==> config.mk <==
export PLATFORM = sky130hd
export DESIGN_NAME = shifter_issue_stage
export DESIGN_NICKNAME = d
export VERILOG_FILES = /design/src/rtl/shifter_issue_stage.sv
export SDC_FILE = /design/constraint.sdc
export NUM_CORES = 1
export LEC_CHECK = 0
export CORE_MARGIN = 4
export CORE_UTILIZATION = 41
export CTS_CLUSTER_SIZE = 30
export DETAILED_ROUTE_END_ITERATION = 8
export GPL_ROUTABILITY_DRIVEN = 0
export GPL_TIMING_DRIVEN = 0
export PLACE_DENSITY_LB_ADDON = 0.2
export SLEW_MARGIN = 20
export SYNTH_ARGS = -nofsm -noshare
export SYNTH_HDL_FRONTEND = slang
export SYNTH_SLANG_ARGS = --single-unit
==> constraint.sdc <==
create_clock -name CLK -period 3.3 [get_ports CLK]
set_clock_uncertainty 0.15 [all_clocks]
set_input_delay 0.66 -clock CLK [delete_from_list [all_inputs] [get_ports CLK]]
set_output_delay 0.66 -clock CLK [all_outputs]
set_load 0.02 [all_outputs]
==> src/rtl/shifter_issue_stage.sv <==
// rtl/shifter_issue_stage.sv - issue FIFO presenting the head shift request to the barrel shifter chain
// Optional issue counter: SHIFTER_ISSUE_CNT_EN
module shifter_issue_stage #(
    parameter int DATA_W = 32,
    parameter int AMT_W  = 5,
    parameter int DEPTH  = 2
) (
    input  logic              CLK,
    input  logic              RST_N,
    input  logic              IN_VALID,
    output logic              IN_READY,
    input  logic              IN_DIR,
    input  logic [AMT_W-1:0]  IN_AMT,
    input  logic [DATA_W-1:0] IN_DATA,
    output logic              OUT_VALID,
    input  logic              OUT_READY,
    output logic              SH_DIR,
    output logic [AMT_W-1:0]  SH_AMT,
    output logic [DATA_W-1:0] D_IN,
    output logic              BUSY,
    output logic [15:0]       ISSUE_CNT
);

    localparam int PTR_W = (DEPTH > 2) ? 2 : 1;
    localparam int OCC_W = PTR_W + 1;
    localparam int ENT_W = 1 + AMT_W + DATA_W;
    localparam logic [OCC_W-1:0] DEPTH_OCC = OCC_W'(DEPTH);

    logic [ENT_W-1:0] r_mem [DEPTH];
    logic [PTR_W-1:0] r_wr_ptr;
    logic [PTR_W-1:0] r_rd_ptr;
    logic [OCC_W-1:0] r_occ;
    logic             r_in_ready;

    logic             w_out_valid;
    logic             w_push;
    logic             w_pop;
    logic [OCC_W-1:0] w_occ_nxt;
    logic [ENT_W-1:0] w_head;

    assign w_out_valid = (r_occ != '0);
    assign w_push      = IN_VALID & r_in_ready;
    assign w_pop       = w_out_valid & OUT_READY;

    always_comb begin
        w_occ_nxt = r_occ;
        case ({w_push, w_pop})
            2'b10:   w_occ_nxt = r_occ + 1'b1;
            2'b01:   w_occ_nxt = r_occ - 1'b1;
            default: w_occ_nxt = r_occ;
        endcase
    end

    // Ready is registered, so a full FIFO cannot accept in the cycle it pops.
    always_ff @(posedge CLK or negedge RST_N) begin
        if (!RST_N) begin
            r_wr_ptr   <= '0;
            r_rd_ptr   <= '0;
            r_occ      <= '0;
            r_in_ready <= 1'b0;
        end else begin
            if (w_push) r_wr_ptr <= r_wr_ptr + 1'b1;
            if (w_pop)  r_rd_ptr <= r_rd_ptr + 1'b1;
            r_occ      <= w_occ_nxt;
            r_in_ready <= (w_occ_nxt < DEPTH_OCC);
        end
    end

    always_ff @(posedge CLK) begin
        if (w_push) r_mem[r_wr_ptr] <= {IN_DIR, IN_AMT, IN_DATA};
    end

    // Empty FIFO drives zeros so the shifter never sees a stale head.
    assign w_head = w_out_valid ? r_mem[r_rd_ptr] : '0;

    assign SH_DIR    = w_head[ENT_W-1];
    assign SH_AMT    = w_head[DATA_W +: AMT_W];
    assign D_IN      = w_head[DATA_W-1:0];
    assign OUT_VALID = w_out_valid;
    assign BUSY      = w_out_valid;
    assign IN_READY  = r_in_ready;

`ifdef SHIFTER_ISSUE_CNT_EN
    logic [15:0] r_issue_cnt;

    always_ff @(posedge CLK or negedge RST_N) begin
        if (!RST_N) begin
            r_issue_cnt <= 16'h0000;
        end else if (w_pop) begin
            r_issue_cnt <= r_issue_cnt + 16'd1;
        end
    end

    assign ISSUE_CNT = r_issue_cnt;
`else
    assign ISSUE_CNT = 16'h0000;
`endif

endmodule

==> flow_summary.json <==
{
  "layout_setup_ws_ns": 0.5163,
  "fill_cells": 621,
  "ant_nets": 0,
  "synth_cell_types": 17,
  "yosysWarnings": 0,
  "start_util_pct": 42.24,
  "fp.dieW_um": 97.23,
  "drc": 0,
  "totalPowerFinal_w": 0.004163,
  "fin_area_um2": 4566,
  "start_kind": "register",
  "rsz0062_at_grt": "no",
  "die_y_um": 97.23,
  "crit_required_ns": 2.49,
  "end_kind": "output port",
  "cellInternalPower_w": 0.002781,
  "clockRootBuffer": "clkbuf_8",
  "pwr-share-clk_pct": 19.5,
  "peakVddDrop_uv": 427.2,
  "grt_max_degree": 22,
  "antenna_cells": 0,
  "maxCapViolations": 0,
  "wl_met2_um": 2809,
  "syn_area_um2": 3264,
  "port_buffers": 82,
  "netSwitchingPower_w": 0.001382,
  "drtIter0Drc": 27,
  "yosysSeqAreaShare_pct": 73.74,
  "met3WireLength_um": 383,
  "layout_common_cells": "clkdlybuf4s50_1 (82), edfxtp_1 (76), nor2_1 (39)",
  "grt_remaining_overflow": 0,
  "multi_input_area_um2": 689.4,
  "finalCritPeriodShare_pct": 84.35,
  "clock-sinks": 81,
  "track_usage_pct": 12.35,
  "place_area_um2": 4333,
  "htree_levels": 3,
  "hp-class": "register to register",
  "final_common_cell": "clkdlybuf4s50_1",
  "clk_latency_ns": 0.33,
  "cts_resized": 0,
  "post-synth-top-area-fraction_pct": 69.91,
  "hold_buffers": 0,
  "tightest_slew_ns": 0.6240,
  "seqPwrFrac_pct": 34.1,
  "top_layer_used": "met4",
  "wl_um": 5706,
  "postCtsSetupRepairBufs": 0,
  "routedWlPerCell_um": 13.75,
  "viasPerCell": 4.405,
  "drive_gt1_share_pct": 14.70,
  "clkTransAtPathRegs_ns": 0.07,
  "syn_to_final_growth_pct": 39.86,
  "antenna_found_initial": 0,
  "cts_tree": "built",
  "synth_area_leader_cell": "edfxtp_1",
  "ys_ff_latch": 81,
  "dpl.hpwl_um": 3890,
  "fmax_mhz": 359.2,
  "ios": 99,
  "slew_viol_final": 0,
  "path_class": "register to output port",
  "die_area_um2": 9454,
  "grt_pass1_wl_um": 9170,
  "grt_pass1_vias": 1939,
  "outcome": "finished clean",
  "first_pass_iters": 4,
  "ff_latch_area_um2": 2407,
  "final_cells": 415,
  "synth_cells": 198,
  "setup_viol": 0,
  "dp_slack_ns": 0.7621,
  "finalHoldViolCount": 0,
  "cellPowerDensity_nw_per_um2": 911.8,
  "coreArea_um2": 7727,
  "switching_share_pct": 33.20,
  "final_nets": 351,
  "worstPathArrival_ns": 1.97,
  "synth_area_per_cell_um2": 16.49,
  "path_max_fanout": 10,
  "layout_min_cycle_time_ns": 2.784,
  "comb_power_share_pct": 46.4,
  "numCtsBuffers": 9,
  "vias": 1828,
  "placementRows": 32,
  "synth_area_leaders": "edfxtp_1 (70%), mux2i_1 (12%), buf_4 (4.6%)",
  "placed_cells": 399,
  "timing.slew.headroom_pct": 58.30,
  "wl_met1_um": 2429,
  "power_leakage_nw": 1.766,
  "clockBufferDepth": 2
}
cell type report:
| type | count | area share, % |
|---|---|---|
| Sequential cell | 81 | 52.73 |
| Inverter | 1 | 0.08221 |
| Timing Repair Buffer | 84 | 19.18 |
| Clock buffer | 14 | 3.782 |
| Clock inverter | 2 | 1.315 |
| Buffer | 26 | 5.015 |
| Multi-Input combinational cell | 105 | 15.10 |
| Tap cell | 102 | 2.795 |
through the flow:
stage	setup TNS (ns)	util, %	hold slack (ns)
floorplan	0	-	0.2144
detailed placement	0	56.07	0.3475
global route	0	59.08	0.3752
global placement	-45.04	55.25	0.3273
CTS	0	59.08	0.3628
finish	0	59.08	0.3589
power by group through the flow:
stage	clock [W]	combinational (W)	sequential [W]
floorplan	0	0.00113	0.00145
global placement	0	0.00191	0.00145
detailed placement	0	0.00196	0.00145
CTS	0.000833	0.00197	0.00142
global route	0.000876	0.00206	0.00144
finish	0.000811	0.00193	0.00142
layer usage:
| layer | GRT usage [%] | up-vias |
|---|---|---|
| li1 | - | 900 |
| met2 | 21.28 | 73 |
| met1 | 14.66 | 846 |
| met3 | 3.230 | 9 |
| met5 | 0 | - |
| met4 | 5.112 | 0 |
final timing paths:
path,end,slack [ns],cells past startpoint,start
setup / recovery,D_IN[10],0.52,6,r_rd_ptr
hold / removal,register,0.36,1,register
setup reg to reg,r_mem[0][3],1.58,3,IN_READY
hold reg to reg,register,0.36,1,register
max in group asynchronous,r_rd_ptr,2.41,1,RST_N
min in group asynchronous,r_occ[0],0.39,1,RST_N
cells in the mapped netlist (all sizes together):
library cell   n
and2           1
and3           1
buf           26
conb           1
dfrtp          5
edfxtp        76
ha             1
inv            1
mux2i         38
nand2          1
nor2          41
xnor2          4
xor2           2
flip-flops by register name, indices dropped and copies added (netlist names), named ones only:
name,count
r_mem,76
r_wr_ptr,1
r_rd_ptr,1
IN_READY,1
r_occ,1
critical path, stage by stage (launching register included):
cell and delay (ns):
dfrtp_1 0.37, buf_6 0.12, buf_12 0.14, buf_12 0.15
mux2i_1 0.11, nor2_1 0.13, clkdlybuf4s50_1 0.62
kinds of logic (layout without fill, tap and decap cells):
logic type                 count (synthesis)  after routing  share of synthesized area [%]
DFF                                       81             81                          73.74
and+or+nand+nor                           44             44                          5.366
muxes                                     38             38                          11.65
buffers and inverters                     27            127                          7.129
xor gates and xnor gates                   6              6                          1.610
adders and majority gates                  1              1                         0.3832
other                                      1             16                         0.1149
(Power assumes the default switching activity.)
